## config.mk

```make
export PLATFORM = sky130hd
export DESIGN_NAME = pipelined_cla_adder
export DESIGN_NICKNAME = d
export VERILOG_FILES = /design/src/rtl/pipelined_cla_adder_pkg.sv /design/src/rtl/pipelined_cla_adder_cla.sv /design/src/rtl/pipelined_cla_adder.sv
export SDC_FILE = /design/constraint.sdc
export NUM_CORES = 1
export LEC_CHECK = 0
export CORE_MARGIN = 2
export CORE_UTILIZATION = 40
export DETAILED_ROUTE_END_ITERATION = 10
export DONT_BUFFER_PORTS = 1
export SETUP_SLACK_MARGIN = 0.5
export SLEW_MARGIN = 0
export SYNTH_ARGS = -nofsm -noshare
export SYNTH_HDL_FRONTEND = slang
export SYNTH_SLANG_ARGS = --single-unit
```

## constraint.sdc

```tcl
create_clock -name clk -period 4 [get_ports clk]
set_input_delay 0.8 -clock clk [delete_from_list [all_inputs] [get_ports clk]]
set_output_delay 0.8 -clock clk [all_outputs]
set_load 0.05 [all_outputs]
```

## src/rtl/pipelined_cla_adder_pkg.sv

```systemverilog
// Shared types for the pipelined carry-lookahead adder: operation codes,
// per-stage control word and the 4-bit lookahead group used to build each chunk.
package pipelined_cla_adder_pkg;

    typedef enum logic [1:0] {
        OP_ADD = 2'b00,
        OP_SUB = 2'b01,
        OP_ADC = 2'b10,
        OP_SBB = 2'b11
    } op_e;

    // Control half of a stage register; operand/sum bits live beside it
    // because their width shrinks/grows from stage to stage.
    typedef struct packed {
        logic valid;
        logic carry;
        logic zero;
    } stage_ctrl_t;

    typedef struct packed {
        logic [3:0] sum;
        logic       prop;
        logic       gen;
    } cla4_t;

    function automatic cla4_t cla4(input logic [3:0] a, input logic [3:0] b, input logic cin);
        cla4_t      res;
        logic [3:0] p;
        logic [3:0] g;
        logic [3:0] c;
        p    = a ^ b;
        g    = a & b;
        c[0] = cin;
        c[1] = g[0] | (p[0] & cin);
        c[2] = g[1] | (p[1] & g[0]) | (p[1] & p[0] & cin);
        c[3] = g[2] | (p[2] & g[1]) | (p[2] & p[1] & g[0]) | (p[2] & p[1] & p[0] & cin);
        res.sum  = p ^ c;
        res.prop = &p;
        res.gen  = g[3] | (p[3] & g[2]) | (p[3] & p[2] & g[1]) | (p[3] & p[2] & p[1] & g[0]);
        return res;
    endfunction

endpackage

```

## src/rtl/pipelined_cla_adder_cla.sv

```systemverilog
// CHUNK-bit carry-lookahead adder: 4-bit lookahead groups joined by a
// group-level generate/propagate carry chain.
module cla_chunk_adder
    import pipelined_cla_adder_pkg::*;
#(
    parameter int CHUNK = 16
) (
    input  logic [CHUNK-1:0] i_a,
    input  logic [CHUNK-1:0] i_b,
    input  logic             i_cin,
    output logic [CHUNK-1:0] o_sum,
    output logic             o_cout,
    output logic             o_zero
);
    localparam int NGRP = CHUNK / 4;

    if ((CHUNK % 4) != 0 || CHUNK < 4) begin : gen_bad_chunk
        $error("cla_chunk_adder: CHUNK must be a positive multiple of 4");
    end

    logic [NGRP:0]    w_gc;
    logic [CHUNK-1:0] w_sum;

    // NOTE: every variable gets a default before the loop, so no path through
    // this block can leave a value held and infer a latch.
    always_comb begin
        cla4_t v_grp;
        v_grp   = '0;
        w_sum   = '0;
        w_gc    = '0;
        w_gc[0] = i_cin;
        for (int j = 0; j < NGRP; j++) begin
            v_grp            = cla4(i_a[4*j +: 4], i_b[4*j +: 4], w_gc[j]);
            w_sum[4*j +: 4]  = v_grp.sum;
            w_gc[j+1]        = v_grp.gen | (v_grp.prop & w_gc[j]);
        end
    end

    assign o_sum  = w_sum;
    assign o_cout = w_gc[NGRP];
    assign o_zero = ~|w_sum;

endmodule

```

## src/rtl/pipelined_cla_adder.sv

```systemverilog
// WIDTH-bit ADD/SUB/ADC/SBB unit resolving CHUNK bits per pipeline stage,
// with a single global advance for valid/ready flow control.
module pipelined_cla_adder
    import pipelined_cla_adder_pkg::*;
#(
    parameter int WIDTH = 32,
    parameter int CHUNK = 16
) (
    input  logic             clk,
    input  logic             rst_n,
    input  logic             in_valid,
    output logic             in_ready,
    input  logic [WIDTH-1:0] in_a,
    input  logic [WIDTH-1:0] in_b,
    input  logic [1:0]       in_op,
    input  logic             in_cin,
    output logic             out_valid,
    input  logic             out_ready,
    output logic [WIDTH-1:0] out_sum,
    output logic             out_cout,
    output logic             out_ovf,
    output logic             out_zero,
    output logic             out_neg
);
    localparam int NSTG = WIDTH / CHUNK;

    if ((WIDTH % CHUNK) != 0 || WIDTH < CHUNK || (CHUNK % 4) != 0) begin : gen_bad_cfg
        $error("pipelined_cla_adder: WIDTH must be a multiple of CHUNK and CHUNK a multiple of 4");
    end

    logic             w_advance;
    logic [WIDTH-1:0] w_b_eff;
    logic             w_c0;

    assign w_advance = !out_valid || out_ready;
    assign in_ready  = w_advance;

    always_comb begin
        w_b_eff = in_b;
        w_c0    = 1'b0;
        case (op_e'(in_op))
            OP_ADD: ;
            OP_SUB: begin w_b_eff = ~in_b; w_c0 = 1'b1;   end
            OP_ADC: begin                  w_c0 = in_cin; end
            OP_SBB: begin w_b_eff = ~in_b; w_c0 = in_cin; end
            default: ;
        endcase
    end

    genvar k;
    for (k = 0; k < NSTG; k++) begin : gen_stg
        // Register layout: {unresolved A, unresolved B', resolved sum}; the
        // last stage keeps only the finished sum.
        localparam int REM_IN = WIDTH - k*CHUNK;
        localparam int DW     = (k == NSTG-1) ? WIDTH : 2*WIDTH - (k+1)*CHUNK;

        logic [REM_IN-1:0]       w_a_hi;
        logic [REM_IN-1:0]       w_b_hi;
        logic                    w_cin;
        logic                    w_zero_in;
        logic                    w_valid_in;
        logic [CHUNK-1:0]        w_chunk_sum;
        logic                    w_chunk_cout;
        logic                    w_chunk_zero;
        logic [(k+1)*CHUNK-1:0]  w_sum_acc;
        logic [DW-1:0]           w_data_nxt;
        stage_ctrl_t             r_ctrl;
        logic [DW-1:0]           r_data;

        if (k == 0) begin : gen_src
            assign w_a_hi     = in_a;
            assign w_b_hi     = w_b_eff;
            assign w_cin      = w_c0;
            assign w_zero_in  = 1'b1;
            assign w_valid_in = in_valid;
            assign w_sum_acc  = w_chunk_sum;
        end else begin : gen_src
            localparam int PW = 2*WIDTH - k*CHUNK;
            assign w_a_hi     = gen_stg[k-1].r_data[PW-1 -: REM_IN];
            assign w_b_hi     = gen_stg[k-1].r_data[PW-1-REM_IN -: REM_IN];
            assign w_cin      = gen_stg[k-1].r_ctrl.carry;
            assign w_zero_in  = gen_stg[k-1].r_ctrl.zero;
            assign w_valid_in = gen_stg[k-1].r_ctrl.valid;
            assign w_sum_acc  = {w_chunk_sum, gen_stg[k-1].r_data[k*CHUNK-1:0]};
        end

        cla_chunk_adder #(.CHUNK(CHUNK)) u_cla (
            .i_a    (w_a_hi[CHUNK-1:0]),
            .i_b    (w_b_hi[CHUNK-1:0]),
            .i_cin  (w_cin),
            .o_sum  (w_chunk_sum),
            .o_cout (w_chunk_cout),
            .o_zero (w_chunk_zero)
        );

        if (k == NSTG-1) begin : gen_last
            logic w_ovf;
            logic r_ovf;
            assign w_data_nxt = w_sum_acc;
            assign w_ovf = (w_a_hi[CHUNK-1] == w_b_hi[CHUNK-1]) &&
                           (w_chunk_sum[CHUNK-1] != w_a_hi[CHUNK-1]);
            always_ff @(posedge clk or negedge rst_n) begin
                if (!rst_n) begin
                    r_ovf <= 1'b0;
                end else if (w_advance && w_valid_in) begin
                    r_ovf <= w_ovf;
                end
            end
        end else begin : gen_mid
            assign w_data_nxt = {w_a_hi[REM_IN-1:CHUNK], w_b_hi[REM_IN-1:CHUNK], w_sum_acc};
        end

        // NOTE: non-blocking updates, so every stage samples its
        // predecessor's pre-edge value and the whole pipe shifts as one.
        always_ff @(posedge clk or negedge rst_n) begin
            if (!rst_n) begin
                r_ctrl <= '0;
                r_data <= '0;
            end else if (w_advance) begin
                r_ctrl.valid <= w_valid_in;
                if (w_valid_in) begin
                    r_ctrl.carry <= w_chunk_cout;
                    r_ctrl.zero  <= w_zero_in & w_chunk_zero;
                    r_data       <= w_data_nxt;
                end
            end
        end
    end

    assign out_valid = gen_stg[NSTG-1].r_ctrl.valid;
    assign out_sum   = gen_stg[NSTG-1].r_data;
    assign out_cout  = gen_stg[NSTG-1].r_ctrl.carry;
    assign out_zero  = gen_stg[NSTG-1].r_ctrl.zero;
    assign out_ovf   = gen_stg[NSTG-1].gen_last.r_ovf;
    assign out_neg   = out_sum[WIDTH-1];

endmodule
```

==> metrics.yaml, run 1 <==
run_status:
  status: "completed"
logic_synthesis:
  yosys.cell_count.top_type: "nand2_1"
  yosys.area_share.adder_pct: 11.07
  synth_top_family_by_area: "simple AND/OR/NAND/NOR gates"
  syn_inst: 515
  muxShareOfSynthArea_pct: 5.733
  synthDominantCellAreaShare_pct: 42.99
  ys_types: 54
  synth-compound-area-share_pct: 12.26
  synth-simple-area-share_pct: 15.57
  ys_async_sr_fraction_pct: 100.0
  synth_flop_cell: "dfrtp_1"
  synth_edf_count: 0
  synth_nets: 626
  synth_area_per_cell_um2: 9.832
  ys_ff_latch: 87
  yosys.area.top_type: "dfrtp_1"
  seq_area_frac_synth_pct: 42.99
  netlist_top_cells_area: "dfrtp_1, nand2_1, ha_1, xor2_1, mux2_1"
  synth-warning-count: 0
  synth_commonest_cells: "nand2_1, dfrtp_1, ha_1, xor2_1, xnor2_1"
  synth_xor_area_share_pct: 9.686
  synth_area_um2: 5064
timing:
  slew_viol_final: 0
  period_share_pct: 83.44
  setup_viol_count_final: 0
  tightest_slew_ns: 0.8970
  finalSetupTns_ns: 0
  finalHoldViolCount: 0
  fmax_mhz: 299.6
  finClkSkew_ns: 0.004978
  whs_ns: 0.1588
  grt_setup_unrepaired: "yes"
  layout_min_cycle_time_ns: 3.338
  timing.final.ws_setup_ns: 0.6624
  slew_headroom_pct: 40.20
final_layout:
  syn2layout_area_growth_pct: 10.95
  nets: 620
  drive_gt1_share_pct: 7.977
  antennaDiodeCount: 0
  finalInstanceArea_um2: 5618
setup_path:
  cp.arrival_ns: 3.59
  worst-r2r-setup-slack_ns: 0.72
  critical_path_required_ns: 4.25
  start_kind: "input port"
  r2r_start: "gen_stg[0].r_data[16]"
  critPathMaxFanout: 33
  r2r_cells: 12
  criticalPathCategory: "input port to register"
  r2r-end: "out_zero"
  crit_path_end_kind: "register"
die:
  die_x_um: 116.5
  placementRows: 41
  start_util_pct: 40.62
  ios: 109
  dieArea_um2: 13570
  fp.dieH_um: 116.5
  coreArea_um2: 12470
place:
  gp_congestion: 0.7782
  post_dp_cell_area_um2: 5236
  dp_hpwl_um: 8293
  post-place-ws_ns: 0.1824
  port_buffers: 0
clock_network:
  clk-insertion-delay-late_ns: 0.34
  cts_tree: "yes"
  clock-root-buffer: "clkbuf_16"
  clock_sinks: 87
  hold_buffers: 0
  htreeDepth: 3
  cts_buffers: 9
  clk_pin_slew_ns: 0.06
  cts_setup_buffers: 0
  cts_buffer_depth: 2
drt:
  postRouteAntennaNets: 0
  drc: 0
  drt_iter0_markers: 141
  firstDrtPassIters: 4
  wl_per_cell_um: 15.89
  drt-vias-per-instance: 5.191
  finalWirelength_um: 10900
  num_vias: 3561
global_route:
  track_usage_pct: 17.01
  antenna_found_initial: 0
  grt_pass1_vias: 3650
  grt_max_degree: 88
  grt_first_pass_wirelength_um: 17910
  grt-ovfl-total: 0
flow_run:
  drv.max_cap_violation_count: 0
power_and_ir_drop:
  powerDensity_nw_per_um2: 692.8
  p_leak_nw: 2.538
  ir_worst_vdd_uv: 259.1
  total_power_mw: 3.892
worst_hold_path:
  hp-class: "input port to async pin"
power breakdown:
group | internal [mW] | switching [mW] | total (mW)
Sequential | 1.14 | 0.782 | 1.92
Clock | 0.612 | 0.342 | 0.954
Combinational | 0.446 | 0.569 | 1.01
timing repair:
action / 4_1_cts / 5_1_grt
hold endpoints to repair: 0 / 0
resized for setup: 0 / 9
endpoints found under the setup margin: 0 / 2
layout by cell type (no fill, tap or decap), types with 3 or more instances in the layout:
master,Yosys,routed
a211oi_1,6,5
nand3_1,5,5
o21a_1,5,4
o211ai_1,4,4
and2_1,3,3
a21o_1,8,8
o21bai_1,3,3
xor2_1,30,30
a21oi_1,15,14
nand2_1,115,114
o21ai_0,12,12
fa_1,8,7
clkbuf_16,0,9
ha_2,0,3
ha_1,32,29
o31ai_1,4,4
nand2b_1,3,3
nor3b_1,3,3
and3_1,4,4
nor3_1,4,4
o21ai_1,25,25
inv_1,14,14
xnor2_1,26,26
mux2_1,22,22
nor2_1,22,22
buf_4,1,4
dfrtp_1,87,87
bufinv_16,0,3
nand4_1,3,3
per-stage QoR:
step	instances	util, %
CTS	686	44.78
floorplan	515	-
global route	686	45.07
detailed placement	670	42.01
global placement	670	42.01
finish	686	45.07
sequential cells by signal (all words and copies together) (netlist names):
| register | count |
|---|---|
| out_zero | 1 |
| out_cout | 1 |
| out_ovf | 1 |
| out_sum | 32 |
| gen_stg.w_zero_in | 1 |
| gen_stg.r_data | 48 |
| gen_stg.w_valid_in | 1 |
| gen_stg.w_cin | 1 |
| out_valid | 1 |
critical path, stage by stage:
cell and delay [ns]:
xor2_1 0.27, ha_1 0.31, and3_1 0.20, a2111o_1 0.47
a21oi_1 0.21, fa_1 0.21, xnor2_1 0.13, nor4_2 0.30
o211ai_1 0.15, a311o_1 0.35, o31ai_2 0.18
cell families after synthesis:
family | Yosys count
flip-flops | 87
AND/OR/NAND/NOR | 177
buffers and inverters | 35
AO/OA/AOI/OAI | 94
adder cells (fa/ha/maj) | 40
XOR/XNOR | 56
multiplexers | 26
routing by layer:
| layer | GRT usage, % | part of all wire, % | up-vias |
|---|---|---|---|
| met2 | 27.67 | 47 | 96 |
| met5 | 0 | 0 | - |
| met3 | 3.633 | 6.2 | 12 |
| li1 | - | - | 1748 |
| met1 | 22.08 | 45 | 1705 |
| met4 | 7.143 | 1.7 | 0 |
worst max-delay path by stage:
stage | end | slack, ns | depth (start not counted) | startpoint
2_1_floorplan | gen_stg[1].w_zero_in | 0.20 | 14 | in_op[0]
3_3_place_gp | gen_stg[1].w_zero_in | 0.33 | 12 | in_op[0]
3_5_place_dp | gen_stg[1].w_zero_in | 0.18 | 12 | in_op[0]
4_1_cts | gen_stg[1].w_zero_in | 0.53 | 12 | in_op[0]
5_1_grt | out_zero | 0.50 | 12 | gen_stg[0].r_data[16]
6_report | gen_stg[1].w_zero_in | 0.66 | 11 | in_op[0]
final cells by class:
cell class,instances,area (µm²)
fill,1182,6848
inverter,14,52.55
timing repair buffer,4,30.03
clock buffer,9,225.2
clock inverter,7,120.1
sequential,87,2177
multi-input combinational,393,2798
tap,172,215.2
No activity file was read; power rests on OpenSTA's default activity.
==> run 2, diff against run 1 <==
ABC_AREA = 1   (was not set)
clock period = 2.85 ns   (was 4 ns; I/O delays follow)
==> run 2 against run 1 <==
  * The flow now finishes with violations (hold timing)
  * Utilization increased by 2.8 points
  * Die area decreased by 0.14%
  * Total power increased by 36%
  * Highest routed layer unchanged
  * Design area increased by 6.2%
  * Largest power group unchanged
  * Synthesized cell count increased by 21%
  * Synthesized area decreased by 0.15%
==> metrics.yaml, run 2 <==
logic_synthesis:
  synth_flop_cell: "dfrtp_1"
  synth_nets: 734  # +17%
  synth_commonest_cells: "nand2_1, dfrtp_1, inv_1, o21ai_0"
  synth-warning-count: 0  # unchanged
  yosys.area.top_type: "dfrtp_1"
  synthDominantCellAreaShare_pct: 43.06  # +0.064 points
  netlist_top_cells_area: "dfrtp_1, nand2_1, ha_1, o21ai_0, inv_1"
  yosys.cell_count.top_type: "nand2_1"
  syn_inst: 623  # +21%
  seq_area_frac_synth_pct: 43.06  # +0.064 points
  ys_types: 32  # -41%
  ys_async_sr_fraction_pct: 100.0  # unchanged
  synth_edf_count: 0  # unchanged
  synth_area_um2: 5056  # -0.15%
  ys_ff_latch: 87  # unchanged
  synth_area_per_cell_um2: 8.116  # -17%
drt:
  drt_iter0_markers: 253  # +79%
  drt-vias-per-instance: 4.788  # -7.8%
  wl_per_cell_um: 14.10  # -11%
  finalWirelength_um: 11790  # +8.1%
  postRouteAntennaNets: 0  # unchanged
  num_vias: 4003  # +12%
  drc: 0  # unchanged
  firstDrtPassIters: 4  # unchanged
place:
  dp_hpwl_um: 8928  # +7.7%
  post_dp_cell_area_um2: 5490  # +4.9%
  dp_cells: 810  # +21%
  gp_congestion: 0.8249  # +6.0%
  port_buffers: 0  # unchanged
  post-place-ws_ns: -0.3274  # -0.5098 ns
timing:
  period_share_pct: 97.04
  grt_setup_unrepaired: "yes"
  fmax_mhz: 361.6
  layout_min_cycle_time_ns: 2.766
  finClkSkew_ns: 0.006692  # +0.001714 ns
  slew_viol_final: 0  # unchanged
  slew_headroom_pct: 37.06  # -3.1 points
  tightest_slew_ns: 0.9431  # +0.04614 ns
  setup_viol_count_final: 0  # unchanged
  whs_ns: -0.07548  # -0.2343 ns
  timing.final.ws_setup_ns: 0.08449  # -0.5779 ns
  finalHoldViolCount: 87  # +87
global_route:
  grt-ovfl-total: 0  # unchanged
  grt_first_pass_wirelength_um: 19200  # +7.2%
  track_usage_pct: 18.34  # +1.3 points
  grt_pass1_vias: 4185  # +15%
  antenna_found_initial: 0  # unchanged
  grt_max_degree: 88  # unchanged
die:
  placementRows: 41  # unchanged
  ios: 109  # unchanged
  coreArea_um2: 12470  # unchanged
  fp.dieH_um: 116.4  # about the same
  start_util_pct: 40.56  # -0.060 points
  die_x_um: 116.4  # about the same
  dieArea_um2: 13560  # -0.14%
final_layout:
  layout_commonest_cell: "nand2_1"
  final_util_pct: 47.86  # +2.8 points
  nets: 771  # +24%
  final_cell_count_no_fill: 836  # +22%
  finalInstanceArea_um2: 5966  # +6.2%
  largest_reg_flops: 48  # unchanged
  top_register: "gen_stg.r_data"
  layout_common_cells: "nand2_1, dfrtp_1, inv_1, buf_4, o21ai_0"
  syn2layout_area_growth_pct: 17.99
  antennaDiodeCount: 0  # unchanged
  drive_gt1_share_pct: 15.66  # +7.7 points
setup_path:
  r2r_cells: 19  # +7
  crit_chain: "xor2_1 > ha_1 > nand2_1 > nor2_1 > nand2_1 > nand3_2 > nand2_2 > nand2_2 > nand2_2 > nand2_2 > inv_2 > fa_1 > and3_1 > nand3_1 > nor2_1 > nand2_1 > nor2_1 > nand3_1 > nor2_1 > nand2_1 > nor2_1 > nand2_1 > nand2_1"
  crit_family: "simple AND/OR/NAND/NOR gates"
  cpMostUsedCell: "nand2_1"
  critPathMaxFanout: 33  # unchanged
  crit_end: "gen_stg[1].w_zero_in"
  criticalPathCategory: "input port to register"
  slowest_delay_ns: 0.49  # +0.02 ns
  r2r_start: "gen_stg[0].r_data[16]"
  critical_path_required_ns: 3.13  # -1.12 ns
  r2r-end: "out_zero"
  start_kind: "input port"
  cp.depth: 23  # +12
  crit_path_end_kind: "register"
  cp_slowest_cell: "fa_1"
  crit_start: "in_op[0]"
  worst-r2r-setup-slack_ns: 0.17  # -0.55 ns
  crit_buf_inv: 1  # +1
  cp.arrival_ns: 3.05  # -0.54 ns
worst_hold_path:
  hp-class: "input port to async pin"
run_status:
  status: "finished, violations left"
  violations: "hold timing"
clock_network:
  cts_buffer_depth: 2  # unchanged
  clock-root-buffer: "clkbuf_16"
  cts_tree: "yes"
  clk-insertion-delay-late_ns: 0.34  # about the same
  htreeDepth: 3  # unchanged
  clk_pin_slew_ns: 0.06  # about the same
  cts_buffers: 9  # unchanged
  clock_sinks: 87  # unchanged
power_and_ir_drop:
  p_leak_nw: 3.066  # +21%
  powerDensity_nw_per_um2: 888.5  # +28%
  ir_worst_vdd_uv: 327.5  # +26%
  total_power_mw: 5.300  # +36%
flow_run:
  drv.max_cap_violation_count: 0  # unchanged
-- run 2: power breakdown --
| part | internal, mW | total (mW) | switching (mW) |
|---|---|---|---|
| clock | 0.697 | 1.17 | 0.470 |
| sequential | 1.58 | 2.63 | 1.06 |
| combinational | 0.678 | 1.50 | 0.822 |
| total | 2.95 | 5.30 | 2.35 |
-- run 2: per-stage QoR --
stage | setup TNS [ns] | hold slack [ns]
6_report | 0 | -0.07548
5_1_grt | -0.2876 | -0.08932
4_1_cts | 0 | -0.08980
3_5_place_dp | -0.3274 | 0.2769
3_3_place_gp | -0.2020 | 0.2762
2_1_floorplan | -0.3905 | 0.2744
-- run 2: cell type report --
class                      count  area [µm²]
tap                          172       215.2
clock buffer                  10       239.0
sequential                    87        2177
fill                        1220        6500
inverter                      56       210.2
clock inverter                 5       58.81
multi-input combinational    458        2701
timing repair buffer          48       364.1
-- run 2: worst min path at each step --
stage                            endpoint  startpoint  depth (start not counted)
finish              gen_stg[0].r_data[42]       rst_n                          0
global route        gen_stg[0].r_data[42]       rst_n                          0
CTS                           out_sum[15]       rst_n                          0
detailed placement  gen_stg[0].r_data[41]       rst_n                          0
global placement    gen_stg[0].r_data[42]       rst_n                          0
floorplan            gen_stg[0].r_data[0]       rst_n                          0
-- run 2: cell families (layout without fill, tap and decap cells) --
kind of cell	count (synthesis)	after routing	share of synthesized area (%)
AO/OA/AOI/OAI	74	74	7.770
XOR/XNOR	41	41	7.102
adder cells (fa/ha/maj)	40	40	11.09
buffers and inverters	78	119	6.137
flip-flops	87	87	43.06
AND/OR/NAND/NOR	303	303	24.85
-- run 2: per-layer routing --
metal	share of wire [%]	vias up	track usage, %
met5	0	-	0
met4	1.7	0	7.143
met3	7.0	16	4.100
met2	51	86	33.22
met1	40	1851	21.02
li1	-	2050	-
-- run 2: what timing repair did --
action,CTS,global route
buffers inserted,7,4
setup endpoints to repair,2,7
gates resized for setup,5,20
endpoints found under the hold margin,87,87
pin swaps,13,6
==> run 3, diff against run 2 <==
RECOVER_POWER = 100   (was not set)
==> run 3 against run 2 <==
  * The flow still finishes with violations (hold timing)
  * Via count is 0.80% higher
  * Critical path depth stayed put
  * Design area shrank 0.42%
  * Setup slack improved by 0.0018 ns
  * Critical endpoint unchanged
==> metrics.yaml, run 3 (synthesis results as in run 2) <==
final_layout:
  nets: 771  # unchanged
  antennaDiodeCount: 0  # unchanged
  largest_reg_flops: 48  # unchanged
  layout_common_cells: "nand2_1, dfrtp_1, inv_1, o21ai_0, buf_4"
  top_register: "gen_stg.r_data"
  drive_gt1_share_pct: 14.76  # -0.90 points
  layout_commonest_cell: "nand2_1"
  fillers: 1225  # +0.41%
  final_cell_count_no_fill: 836  # unchanged
  syn2layout_area_growth_pct: 17.50
place:
  dp_cells: 810  # unchanged
  dp_hpwl_um: 8928  # unchanged
  port_buffers: 0  # unchanged
  post-place-ws_ns: -0.3274  # unchanged
  gp_congestion: 0.8249  # unchanged
setup_path:
  cp.arrival_ns: 3.05  # about the same
  critPathMaxFanout: 33  # unchanged
  criticalPathCategory: "input port to register"
  crit_path_end_kind: "register"
  start_kind: "input port"
  critical_path_required_ns: 3.14  # about the same
worst_hold_path:
  hp-class: "input port to async pin"
clock_network:
  clock_sinks: 87  # unchanged
  clock-root-buffer: "clkbuf_16"
  clk-insertion-delay-late_ns: 0.34  # about the same
  cts_tree: "yes"
  cts_buffers: 9  # unchanged
  cts_buffer_depth: 2  # unchanged
  clk_pin_slew_ns: 0.06  # about the same
  htreeDepth: 3  # unchanged
global_route:
  track_usage_pct: 18.34  # unchanged
  grt-ovfl-total: 0  # unchanged
  grt_use_met2_pct: 33.22  # unchanged
  met1_usage_pct: 21.02  # unchanged
  grt_pass1_vias: 4185  # unchanged
  met3_usage_pct: 4.100  # unchanged
  grt_busiest_layer: "met2"
  grt_max_degree: 88  # unchanged
  grt_first_pass_wirelength_um: 19200  # unchanged
  antenna_found_initial: 0  # unchanged
die:
  ios: 109  # unchanged
  start_util_pct: 40.56  # unchanged
  coreArea_um2: 12470  # unchanged
  placementRows: 41  # unchanged
  die_x_um: 116.4  # unchanged
  fp.dieH_um: 116.4  # unchanged
  dieArea_um2: 13560  # unchanged
drt:
  firstDrtPassIters: 4  # unchanged
  wl_per_cell_um: 14.10  # about the same
  drt_iter0_markers: 229  # -9.5%
  postRouteAntennaNets: 0  # unchanged
  num_vias: 4035  # +0.80%
  finalWirelength_um: 11790  # about the same
  drt-vias-per-instance: 4.827  # +0.80%
  drc: 0  # unchanged
timing:
  period_share_pct: 96.97  # about the same
  finalHoldViolCount: 87  # unchanged
  slew_headroom_pct: 36.77  # -0.28 points
  setup_viol_count_final: 0  # unchanged
  slew_viol_final: 0  # unchanged
  timing.final.ws_setup_ns: 0.08629  # +0.001803 ns
  finClkSkew_ns: 0.006570  # -0.0001219 ns
  grt_setup_unrepaired: "yes"
  layout_min_cycle_time_ns: 2.764  # -0.001803 ns
  tightest_slew_ns: 0.9474  # +0.004240 ns
  fmax_mhz: 361.8  # about the same
  finalSetupTns_ns: 0  # unchanged
  whs_ns: -0.07725  # -0.001775 ns
run_status:
  status: "finished, violations left"
  violations: "hold timing"
flow_run:
  drv.max_cap_violation_count: 0  # unchanged
power_and_ir_drop:
  p_leak_nw: 3.054  # -0.40%
  powerDensity_nw_per_um2: 890.0  # +0.17%
  ir_worst_vdd_uv: 327.6  # about the same
==> run 3: cell count changes in the layout (fill, tap and decap cells not counted) <==
| cell | delta |
|---|---|
| buf_4 | -6 |
| a21oi_2 | -1 |
| clkbuf_2 | +2 |
| nand2_2 | -2 |
| o21ai_1 | -1 |
| clkbuf_4 | +1 |
| o21ai_0 | +1 |
| clkbuf_1 | +3 |
| a21oi_1 | +1 |
| nand2_1 | +2 |
==> run 3: routing by layer <==
metal  part of all wire, %  wire, µm
met5                     0         0
met3                   7.0       825
met1                    40      4715
met2                    51      6040
met4                   1.7       204
==> run 3: through the flow <==
stage | util [%] | hold slack (ns) | cell area, µm² | power [mW]
after detailed placement | 44.04 | 0.2769 | 5490 | 4.064
after global routing | 47.66 | -0.08932 | 5941 | 5.656
final | 47.66 | -0.07725 | 5941 | 5.287
after global placement | 44.04 | 0.2762 | 5490 | 4.009
after floorplan | - | 0.2744 | 5119 | 3.571
after CTS | 47.03 | -0.08980 | 5863 | 5.315
==> run 3: power by group <==
group          switching [mW]  internal, mW
logic                   0.819         0.666
registers                1.06          1.58
clock network           0.472         0.697
==> run 3: critical path: stages <==
cell,delay [ns]
xor2_1,0.14
ha_1,0.34
nand2_1,0.09
nor2_1,0.11
nand2_1,0.07
nand3_2,0.08
nand2_2,0.05
nand2_2,0.08
nand2_2,0.05
nand2_2,0.07
inv_2,0.04
fa_1,0.49
and3_1,0.14
nand3_1,0.07
nor2_1,0.10
nand2_1,0.05
nor2_1,0.08
nand3_1,0.08
nor2_1,0.09
nand2_1,0.06
nor2_1,0.09
nand2_1,0.05
nand2_1,0.05
==> run 3: timing repair <==
action / in CTS / in global routing
buffers inserted: 7 / 4
endpoints found under the setup margin: 2 / 7
resized for setup: 5 / 20
pin swaps: 13 / 6
endpoints found under the hold margin: 87 / 87
gates cloned: 0 / 0
==> run 3: layout make-up <==
| type | count | area, µm² | area share, % |
|---|---|---|---|
| inverters | 56 | 210.2 | 3.538 |
| flip-flops and latches | 87 | 2177 | 36.65 |
| repair buffers | 48 | 347.8 | 5.855 |
| clock buffers | 10 | 239.0 | 4.023 |
| well taps | 172 | 215.2 | 3.623 |
| multi-input cells | 458 | 2693 | 45.32 |
| clock inverters | 5 | 58.81 | 0.9899 |
==> run 3: path summary, 6_finish.rpt <==
| check | slack, ns | depth (start not counted) | endpoint | from |
|---|---|---|---|---|
| worst max register to register | 0.13 | 19 | out_zero | gen_stg[0].r_data[16] |
| worst max-delay path | 0.09 | 23 | gen_stg[1].w_zero_in | in_op[0] |
| max in group asynchronous | 2.75 | 0 | gen_stg[0].r_data[39] | rst_n |
| worst min-delay path | -0.08 | 0 | gen_stg[0].r_data[42] | rst_n |
| worst min register to register | 0.47 | 2 | out_valid | gen_stg[1].w_valid_in |
| min in group clk | 0.34 | 2 | gen_stg[0].r_data[37] | in_a[21] |
